--- config.mk ---
export PLATFORM = sky130hd
export DESIGN_NAME = frame_sequencer
export DESIGN_NICKNAME = d
export VERILOG_FILES = /design/src/rtl/frame_sequencer.sv
export SDC_FILE = /design/constraint.sdc
export NUM_CORES = 1
export LEC_CHECK = 0
export ABC_AREA = 1
export CORE_MARGIN = 3
export CORE_UTILIZATION = 51
export DETAILED_ROUTE_END_ITERATION = 7
export PLACE_DENSITY = 0.95
export SYNTH_ARGS = -nofsm -noshare
export SYNTH_HDL_FRONTEND = slang
export SYNTH_SLANG_ARGS = --single-unit
--- constraint.sdc ---
create_clock -name clk -period 2.35 [get_ports clk]
set_input_delay 0.47 -clock clk [delete_from_list [all_inputs] [get_ports clk]]
set_output_delay 0.47 -clock clk [all_outputs]
set_load 0.05 [all_outputs]
--- src/rtl/frame_sequencer.sv ---
// Song-position sequencer: counts frames into ticks/rows/patterns and fetches
// the per-row player control word from a pattern ROM.
module frame_sequencer #(
  parameter int unsigned TICKS_PER_ROW = 6,
  parameter int unsigned ROW_BITS      = 4,
  parameter int unsigned PATTERN_BITS  = 3,
  parameter int unsigned LOOP_PATTERN  = 2,
  parameter int unsigned LAST_PATTERN  = 7,
  parameter int unsigned CTRL_BITS     = 8
) (
  input  logic                             clk,
  input  logic                             reset,
  input  logic                             new_frame,
  input  logic                             pause,
  input  logic                             restart,
  output logic                             rom_req,
  output logic [PATTERN_BITS+ROW_BITS-1:0] rom_addr,
  input  logic                             rom_valid,
  input  logic [CTRL_BITS-1:0]             rom_data,
  output logic [CTRL_BITS-1:0]             control,
  output logic                             control_update,
  output logic                             raise_drum,
  output logic                             frame_overrun
);

  localparam int unsigned TICK_W = (TICKS_PER_ROW > 1) ? $clog2(TICKS_PER_ROW) : 1;
  localparam logic [TICK_W-1:0]       TICK_LAST = TICK_W'(TICKS_PER_ROW - 1);
  localparam logic [PATTERN_BITS-1:0] PAT_LAST  = PATTERN_BITS'(LAST_PATTERN);
  localparam logic [PATTERN_BITS-1:0] PAT_LOOP  = PATTERN_BITS'(LOOP_PATTERN);

  typedef enum logic [1:0] {
    S_IDLE  = 2'd0,
    S_FETCH = 2'd1,
    S_APPLY = 2'd2
  } state_t;

  state_t                  r_state, w_state_nxt;
  logic [TICK_W-1:0]       r_tick, w_tick_nxt;
  logic [ROW_BITS-1:0]     r_row, w_row_nxt;
  logic [PATTERN_BITS-1:0] r_pattern, w_pattern_nxt;
  logic [CTRL_BITS-1:0]    r_control, w_control_nxt;
  logic                    r_control_update, w_control_update_nxt;
  logic                    r_raise_drum, w_raise_drum_nxt;
  logic                    r_overrun, w_overrun_nxt;
  logic                    r_pending, w_pending_nxt;
  logic                    r_restart_pend, w_restart_pend_nxt;

  logic w_restart_any;
  logic w_frame_any;
  logic w_row_end;
  logic w_advance;

  assign w_restart_any = restart | r_restart_pend;
  assign w_frame_any   = new_frame | r_pending;
  assign w_row_end     = (r_tick == TICK_LAST);
  assign w_advance     = (r_state == S_IDLE) && !w_restart_any && w_frame_any && !pause;

  // State register; reset lands in FETCH so row 0 of pattern 0 loads at once
  always_ff @(posedge clk) begin
    if (reset) begin
      r_state <= S_FETCH;
    end else begin
      r_state <= w_state_nxt;
    end
  end

  // Next-state logic
  always_comb begin
    w_state_nxt = r_state;
    case (r_state)
      S_IDLE: begin
        if (w_restart_any || (w_advance && w_row_end)) begin
          w_state_nxt = S_FETCH;
        end
      end
      S_FETCH: begin
        if (rom_valid) begin
          w_state_nxt = S_APPLY;
        end
      end
      S_APPLY: w_state_nxt = S_IDLE;
      default: w_state_nxt = S_IDLE;
    endcase
  end

  // Output and datapath next values
  always_comb begin
    w_tick_nxt           = r_tick;
    w_row_nxt            = r_row;
    w_pattern_nxt        = r_pattern;
    w_control_nxt        = r_control;
    w_control_update_nxt = 1'b0;
    w_overrun_nxt        = r_overrun;
    w_pending_nxt        = r_pending;
    w_restart_pend_nxt   = r_restart_pend;
    w_raise_drum_nxt     = r_control[0] && (r_tick == '0) && (r_state == S_IDLE) && !pause;

    if (r_state == S_IDLE) begin
      if (w_restart_any) begin
        w_tick_nxt         = '0;
        w_row_nxt          = '0;
        w_pattern_nxt      = '0;
        w_pending_nxt      = 1'b0;
        w_restart_pend_nxt = 1'b0;
      end else if (w_frame_any) begin
        // A pending frame is consumed first; a simultaneous new frame queues behind it
        w_pending_nxt = r_pending & new_frame;
        if (w_advance) begin
          if (w_row_end) begin
            w_tick_nxt = '0;
            w_row_nxt  = r_row + ROW_BITS'(1);
            if (&r_row) begin
              w_pattern_nxt = (r_pattern == PAT_LAST) ? PAT_LOOP : r_pattern + PATTERN_BITS'(1);
            end
          end else begin
            w_tick_nxt = r_tick + TICK_W'(1);
          end
        end
      end
    end else begin
      if (restart) begin
        w_restart_pend_nxt = 1'b1;
      end else if (new_frame) begin
        if (r_pending) begin
          w_overrun_nxt = 1'b1;
        end else begin
          w_pending_nxt = 1'b1;
        end
      end
      // Capture on the valid cycle so control and its pulse show up one cycle later
      if ((r_state == S_FETCH) && rom_valid) begin
        w_control_nxt        = rom_data;
        w_control_update_nxt = 1'b1;
      end
    end
  end

  always_ff @(posedge clk) begin
    if (reset) begin
      r_tick           <= '0;
      r_row            <= '0;
      r_pattern        <= '0;
      r_control        <= '0;
      r_control_update <= 1'b0;
      r_raise_drum     <= 1'b0;
      r_overrun        <= 1'b0;
      r_pending        <= 1'b0;
      r_restart_pend   <= 1'b0;
    end else begin
      r_tick           <= w_tick_nxt;
      r_row            <= w_row_nxt;
      r_pattern        <= w_pattern_nxt;
      r_control        <= w_control_nxt;
      r_control_update <= w_control_update_nxt;
      r_raise_drum     <= w_raise_drum_nxt;
      r_overrun        <= w_overrun_nxt;
      r_pending        <= w_pending_nxt;
      r_restart_pend   <= w_restart_pend_nxt;
    end
  end

  // Request is gated by reset so nothing is asked of the ROM while held
  assign rom_req        = (r_state == S_FETCH) && !reset;
  assign rom_addr       = {r_pattern, r_row};
  assign control        = r_control;
  assign control_update = r_control_update;
  assign raise_drum     = r_raise_drum;
  assign frame_overrun  = r_overrun;

endmodule

[Word-level counts from Yosys, hierarchy flattened]
Index checks and enable logic that the tools add are counted.
Word-level totals
  flip-flop bits (word level): 25
  input bits: 14
  output and inout bits: 19
  logic and storage cells: 83
Operators by class
  add/subtract/negate cells: 3
  equal/unequal tests: 8
  multiplexer cells: 26
  bitwise operators: 5
  reduce and logical (&&, ||, !) cells: 31
Operators with widths (number)
  3-bit two-way mux: 10
  4-bit two-way mux: 4
  4-bit AND reduction: 3
  2-bit nonzero test: 6
  1-bit logical AND: 9
  1-bit two-way mux: 9
  3-bit by 1-bit adder with 3-bit output, second input constant: 2
  3-bit == test, second input constant: 2
  2-bit != test, second input constant: 3
  2-bit AND reduction: 3
  3-bit AND reduction: 2
  5-bit AND reduction: 1
  4-bit by 1-bit adder with 4-bit output, second input constant: 1
  2-bit two-way mux: 2
  2-bit one-hot mux with 2 select lines: 1
  1-bit zero test: 3
  3-bit zero test: 1
  3-bit != test, second input constant: 1
  2-bit by 1-bit == test with 1-bit output, second input constant: 1
  2-bit zero test: 1
  2-bit by 1-bit != test with 1-bit output, second input constant: 1
  1-bit NOT: 2
  1-bit OR: 2
  2-bit OR reduction: 1
  2 further kinds: 2

[Longest topological paths before layout]
  depth after elaboration: 9
  gate-level depth with buffers: 8
  depth with buffers taken out: 8

[Least setup slack after synthesis]
Ideal clock, no wire load.
  path kind: input port to output port
  start point: input port reset
  end point: output port rom_req
  data arrival time: 1.725 ns
  data required time: 1.880 ns
  setup slack: 0.155 ns
  cell stages on the path: 2
  path buffers: 1
  cell sequence: clkbuf_1 > nor3_1
Between the ends
  cells in the longest elaborated chain, start to end: 2
RTL lines
  start: declaration: line 12  | input logic reset,
  1-bit zero test: line 163  | assign rom_req = (r_state == S_FETCH) && !reset;
  1-bit logical AND: line 163
  end: declaration: line 16  | output logic rom_req,
Every way passes these cells.

[Final worst setup path]
  start point: register r_row[2]
  end point: output port rom_addr[2]
RTL lines
  start: declaration: line 39  | logic [ROW_BITS-1:0] r_row, w_row_nxt;
  start signal: assignment: line 151  | r_row <= w_row_nxt;
  end: declaration: line 17  | output logic [PATTERN_BITS+ROW_BITS-1:0] rom_addr,
No word-level cell between the ends.

==> results.cfg <==
[pwr]
p_int_mw = 0.6185
seqPwrFrac_pct = 50.3
p_switching_mw = 0.3208
switching_share_pct = 34.15
comb_power_share_pct = 29.5
power_density_nw_per_um2 = 587.9
max-vdd-ir-drop_mv = 0.4777
pwr-share-clk_pct = 20.1
p_leak_nw = 0.6360

[worst_setup_path]
critPathTopFamily = buffers and inverters
critPathLaunchType = flip-flop
max_stage_delay_ps = 850
cp.buffers_inverters = 1
cp.arrival_ps = 1640
cp.required_ps = 1880
worstSetupPathType = flip-flop to output pin
cp-end-kind = output pin
cp_max_fo = 6
crit_slowest_cell = clkdlybuf4s50_1
cp_cell_sequence = clkdlybuf4s50_1

[clock_tree]
cts_hold_buf = 0
cts.sinks = 25
cts-htree-levels = 1
cts_tree = built
cts_buffers = 3
clk_pin_slew_ps = 130
cts_buffer_depth = 2
clk_latency_ps = 320
cts-root-buf = clkbuf_4
post-cts-setup-buffers = 0
ctsResizeCount = 0

[cells_and_area]
utilization_pct = 70.87
areaGrowthSynthToFinish_pct = 30.44
fin_nets = 214
drive_gt1_share_pct = 10.20
antenna_cells = 0

[synth]
syn_nets = 180
avgSynthCellArea_sq_um = 7.515
ys_seq_area_share_pct = 40.86
synth_largest_type_area_fraction_pct = 40.86
yosysWarnings = 0
yosysTopAreaCell = dfxtp_1
synth_area_leaders = dfxtp_1, nand2_1, a21oi_1
synthesis.instances = 163
synth-seq-cells = 25
synth_cell_type_count = 25
synth_edf_count = 0
syn_area_sq_um = 1225
async_flop_share_pct = 0
synth_flop_cell = dfxtp_1

[grt]
antenna_found_initial = 0
top_usage_layer = met2
grt.met2_usage_pct = 43.31
grt_first_pass_wirelength_mm = 5.037
grt_use_total_pct = 22.84
use_met1_pct = 25.08
overflow = 0
grt_pass1_vias = 1258
grt_max_degree = 17
grt_use_met3_pct = 3.753

[sta]
layout_worst_path_cycle_share_pct = 89.96
finalSetupViolCount = 0
slew_violations = 0
max_freq_mhz = 473.0
min_period_ps = 2114
rsz0062_at_grt = no
worst_pin_slew_ps = 507.9
skew_ps = 9.036
timing_hold_violations_final = 0
finalSetupTns_ps = 0
slew-limit-headroom_pct = 66.04

[floorplan]
die_x_um = 55.01
fp.coreArea_sq_um = 2255
rows = 17
start_util_pct = 54.33
die_h_um = 55.01
fp.dieArea_sq_um = 3026
num_io_pins = 33

[run_status]
status = complete, no violations

[routing]
drt-pass1-iter-count = 4
post_drt_wl_per_cell_um = 13.42
avgViaCountPerCell = 5.362
drc_errors = 0
drtIter0Drc = 34
vias = 1201
ant_nets = 0
wl_mm = 3.005

[place]
gp_congestion = 0.8154
dpl.hpwl_mm = 2.251
port_buffers = 32

[worst_hold_path]
hp-class = flip-flop to flip-flop

[flow_run]
drv_cap = 0
power by group through the flow:
stage,registers [mW],logic (mW),clock network (mW)
after floorplan,0.540,0.126,0
after global placement,0.480,0.265,0
after detailed placement,0.482,0.276,0
after CTS,0.472,0.278,0.193
after global routing,0.476,0.301,0.209
final,0.473,0.278,0.189
flip-flops by register name, indices dropped and copies added, names as in the netlist:
signal / cells
control: 8
r_row: 4
r_pattern: 3
r_tick: 3
r_state: 2
control_update: 1
frame_overrun: 1
r_pending: 1
r_restart_pend: 1
raise_drum: 1
stage by stage:
step,hold slack [ps],power (mW),cell area (sq um),setup slack (ps),cells
floorplan,420.2,0.6660,1225,154.7,163
global placement,440.7,0.7450,1572,447.1,220
detailed placement,448.4,0.7577,1572,437.1,220
CTS,467.1,0.9437,1598,234.6,224
global route,487.5,0.9862,1598,183.1,224
finish,466.3,0.9393,1598,236.0,224
cell usage after synthesis (2+ instances only):
library cell	count
a21oi_1	16
nand2_1	35
nand4_1	5
dfxtp_1	25
o21ai_0	4
nand3_4	2
inv_1	18
nor2_4	3
nor2_1	17
nor3_1	3
buf_6	2
nand3_1	13
nand2_2	2
clkbuf_1	3
nor4_1	2
ha_1	3
nor2_2	2
worst reg2reg max path: cells and delay by family (launching register included):
kind	cells	cell delay, ps
buffers and inverters	1	40
adder cells (fa/ha/maj)	1	230
AO/OA/AOI/OAI	1	220
AND/OR/NAND/NOR	4	410
flip-flops	1	460
routing by layer:
metal  share of wire (%)  vias to the layer above  wire length, um
met5                   0                        -                0
met4                 2.2                        0               65
met3                 5.9                       11              176
met2                  51                       52             1524
met1                  41                      543             1238
li1                    -                      595                -
kinds of logic (layout without fill, tap and decap cells):
group                    Yosys count  in the layout  synth area share (%)
AND/OR/NAND/NOR                   86             86                 35.44
XOR/XNOR                           1              1                0.7151
buffers and inverters             25             58                 9.192
adder cells (fa/ha/maj)            3              3                 3.065
AO/OA/AOI/OAI                     23             23                 10.73
flip-flops                        25             25                 40.86
cell type report:
class                           instances  area, sq um
Timing Repair Buffer                   35        352.8
Inverter                               19        71.32
Tap cell                               28        35.03
Sequential cell                        25        500.5
Multi-Input combinational cell        113        611.8
Clock buffer                            4        26.28
Fill cell                             195        656.9
layout by cell type, fill, tap and decap left out, types with 2 or more instances in the layout:
cell	n
nand2_1	35
clkdlybuf4s50_1	31
dfxtp_1	25
inv_1	18
nor2_1	17
a21oi_1	16
nand3_1	13
nand4_1	5
o21ai_0	4
nor3_1	3
nor2_4	3
ha_1	3
clkbuf_4	3
buf_4	3
nor2_2	2
nand2_2	2
nand3_4	2
nor4_1	2
path summary, 6_finish.rpt:
kind	startpoint	end	slack, ps	depth (start not counted)
worst min register to register	r_tick[2]	raise_drum	470	1
worst max register to register	r_row[0]	r_pattern[2]	930	7
worst min-delay path	r_tick[2]	raise_drum	470	1
worst max-delay path	r_row[2]	rom_addr[2]	240	1
Note: power is estimated with default switching activity, not from simulation.
==> edit 1 (same settings) <==
Re-encode `state_t` (3 states) as one-hot, 3 bits wide.
--- a/src/rtl/frame_sequencer.sv
+++ b/src/rtl/frame_sequencer.sv
@@ -28,10 +28,10 @@
   localparam logic [PATTERN_BITS-1:0] PAT_LAST  = PATTERN_BITS'(LAST_PATTERN);
   localparam logic [PATTERN_BITS-1:0] PAT_LOOP  = PATTERN_BITS'(LOOP_PATTERN);
 
-  typedef enum logic [1:0] {
-    S_IDLE  = 2'd0,
-    S_FETCH = 2'd1,
-    S_APPLY = 2'd2
+  typedef enum logic [2:0] {
+    S_IDLE  = 3'b001,
+    S_FETCH = 3'b010,
+    S_APPLY = 3'b100
   } state_t;
 
   state_t                  r_state, w_state_nxt;
Behaviour: same outputs for any inputs over 10 cycles, from zero or initial values and one cycle with reset high; not proved beyond that.
==> edit 1 against the original RTL <==
  * Routed wire length increased by 2.0%
  * Setup slack got worse by 0.0065 ns
  * Area after synthesis decreased by 1.3%
  * Combinational power decreased by 7%
  * Design area increased by 1.0%
  * Final cell count decreased by 0.45%
  * Total power increased by 12%
  * Sequential cell count increased by 1
  * Critical endpoint is now rom_addr[0]
  * Largest cell class unchanged
  * Highest routed layer unchanged
==> edit 1: results (changes against the original RTL) <==
worst hold stages=2 (+1); DPL Wire Length=2.32 mm (+3.0%); metal1 wirelength=1.31 mm (+5.4%); synth unique cells=24 (-4.0%); Static Leak=0.618 nW (-2.8%); Critical Path End=rom_addr[0]; vias in the first global route=1081 (-14%); global-route wire length before repair=4.61 mm (-8.5%); Critical R2R Capture=r_row[0]$_SDFFE_PP0P_; crit path time final=2.12 ns (+0.00652 ns); met2 WL post-DR=1.55 mm (+1.8%); layout cells sized above 1=0.103 (+0.000523); initial drt markers=27 (-21%); routed len/inst=13.7 um (+2.5%); Slew @ Worst Pin=0.515 ns (+0.00750 ns); main area contributors after synthesis=dfxtp_1, nand2_1, nand3_1; Final nets=213 (-0.47%); status=complete, no violations; Worst Clk Skew=0.00989 ns (+0.000854 ns); Placed Instances=219 (-0.45%); Fillers=168 (-14%); sequential share of the synthesized area=0.431 (+0.0221); maximum VDD drop=0.000722 V (+51%); pre-CTS setup slack=0.359 ns (-0.0779 ns); Worst Setup SP=r_row[0]$_SDFFE_PP0P_; Post-Place Cell Area=1560 um2 (-0.64%); placer congestion estimate=0.872 (+6.9%); Cells after Synth=161 (-1.2%); largest net degree at the start of global routing=16 (-1)
[edit 1: cell count changes after synthesis, sizes merged, moves of 2 or more]
cell | before | now
clkbuf | 4 | 0
buf | 2 | 5
o21ai | 5 | 8
nand2 | 38 | 34
nor2 | 22 | 19
inv | 19 | 15
a21oi | 16 | 20
nor3 | 3 | 1
nand3 | 16 | 21
[edit 1: power by group]
group,switching [mW],internal [mW]
sequential,0.0225,0.468
combinational,0.165,0.0938
clock,0.134,0.173
[edit 1: cell families after synthesis]
| group | after synthesis | share of synthesized area |
|---|---|---|
| AOI/OAI and AO/OA | 30 | 0.140 |
| buffers and inverters | 21 | 0.0787 |
| DFF | 26 | 0.431 |
| adders and majority gates | 3 | 0.0311 |
| and+or+nand+nor | 81 | 0.320 |
[edit 1: layout make-up]
class | count | area share
clock buffer | 3 | 0.0140
clock inverter | 1 | 0.0186
inverter | 16 | 0.0372
multi-input combinational | 114 | 0.367
sequential | 26 | 0.322
tap | 28 | 0.0217
timing repair buffer | 35 | 0.219
==> edit 2 (config.mk and constraints unchanged) <==
Without the edit above. Set the parameter `CTRL_BITS` to 6 (it was 8).
--- a/src/rtl/frame_sequencer.sv
+++ b/src/rtl/frame_sequencer.sv
@@ -6,7 +6,7 @@
   parameter int unsigned PATTERN_BITS  = 3,
   parameter int unsigned LOOP_PATTERN  = 2,
   parameter int unsigned LAST_PATTERN  = 7,
-  parameter int unsigned CTRL_BITS     = 8
+  parameter int unsigned CTRL_BITS     = 6
 ) (
   input  logic                             clk,
   input  logic                             reset,
Ports: changed (resized control and rom_data); port bits go from 33 to 29. The function was not compared with the original's and may differ.
==> edit 2 against the original RTL <==
  * Critical path type unchanged
  * Design area fell by 8.1%
  * Sequential cell count fell by 2
  * Routed wire length fell by 22%
  * Area after synthesis fell by 6.5%
  * Sequential power fell by 8.2%
  * Setup slack improved by 0.016 ns
  * Final cell count fell by 7.1%
  * Total power fell by 7.7%
  * Count of clock-buffer cells in the layout did not move
==> edit 2: results (changes against the original RTL) <==
status=complete, no violations; final WL=2.34 mm (-22%); Slew @ Worst Pin=0.507 ns (-0.000699 ns); initial drt markers=25 (-26%); comb pwr=0.252 mW (-9.4%); Post-Place Cell Area=1440 um2 (-8.3%); area fraction in compound gates after synthesis=0.128 (+0.0206); DPL Wire Length=1.77 mm (-22%); synth unique cells=28 (+12%); layout cells sized above 1=0.149 (+0.0471); sequential share of the synthesized area=0.402 (-0.00639); xor-xnor portion of the synthesized cell area=0.00765 (+0.000500); synth cell count leaders=nand2_1, dfxtp_1, nor2_1; placer congestion estimate=0.814 (-0.13%); number of flip-flops in the largest register=6 (-2); Layout Cells excl Fill=208 (-7.1%); vias per cell=5.08 (-5.3%); Clock group=0.181 mW (-4%); largest net degree at the start of global routing=16 (-1); Reg2Reg Setup Slack=0.99 ns (+0.06 ns); syn nets=167 (-7.2%); main area contributors after synthesis=dfxtp_1, nand2_1, a21oi_1; FF-to-FF path depth=6 (-1); GRT Util Overall=0.186 (-0.0420); sw power=0.294 mW (-8.2%); Placed Instances=204 (-7.3%); total power=0.867 mW (-7.7%); Worst Clk Skew=0.00147 ns (-0.00756 ns); pre-CTS setup slack=0.438 ns (+0.000665 ns)
-- edit 2: layer usage --
metal  part of all wire  track usage
met5                  0            0
met4             0.0090       0.0723
met3              0.050       0.0282
met2               0.49        0.331
met1               0.45        0.221
-- edit 2: area by class of cell --
class | instances | area, um2
multi-input cells | 102 | 563
flip-flops and latches | 23 | 460
inverters | 23 | 86.3
clock buffers | 4 | 26.3
repair buffers | 29 | 298
fillers | 159 | 574
well taps | 27 | 33.8
-- edit 2: worst register-to-register path, cell delays in order, from the launching register on --
cell     delay (ns)
dfxtp_1        0.42
ha_1           0.23
nand3_2        0.09
o21ai_2        0.21
nand3_4        0.12
a21oi_1        0.14
nor2_1         0.06
-- edit 2: how the worst min path moves through the flow --
stage | startpoint | endpoint | slack [ns] | depth (start not counted)
2_1_floorplan | r_tick[1]$_SDFFE_PP0P_ | r_tick[1]$_SDFFE_PP0P_ | 0.48 | 2
5_1_grt | control[3]$_SDFFE_PP0P_ | control[3]$_SDFFE_PP0P_ | 0.48 | 2
4_1_cts | control[4]$_SDFFE_PP0P_ | control[4]$_SDFFE_PP0P_ | 0.46 | 2
3_3_place_gp | control[3]$_SDFFE_PP0P_ | control[3]$_SDFFE_PP0P_ | 0.44 | 2
6_report | control[4]$_SDFFE_PP0P_ | control[4]$_SDFFE_PP0P_ | 0.46 | 2
3_5_place_dp | control[4]$_SDFFE_PP0P_ | control[4]$_SDFFE_PP0P_ | 0.44 | 2
-- edit 2: cell families after synthesis --
family                     count (synthesis)
AOI/OAI and AO/OA                         26
xor gates and xnor gates                   1
adders and majority gates                  3
buffers and inverters                     27
DFF                                       23
and+or+nand+nor                           72
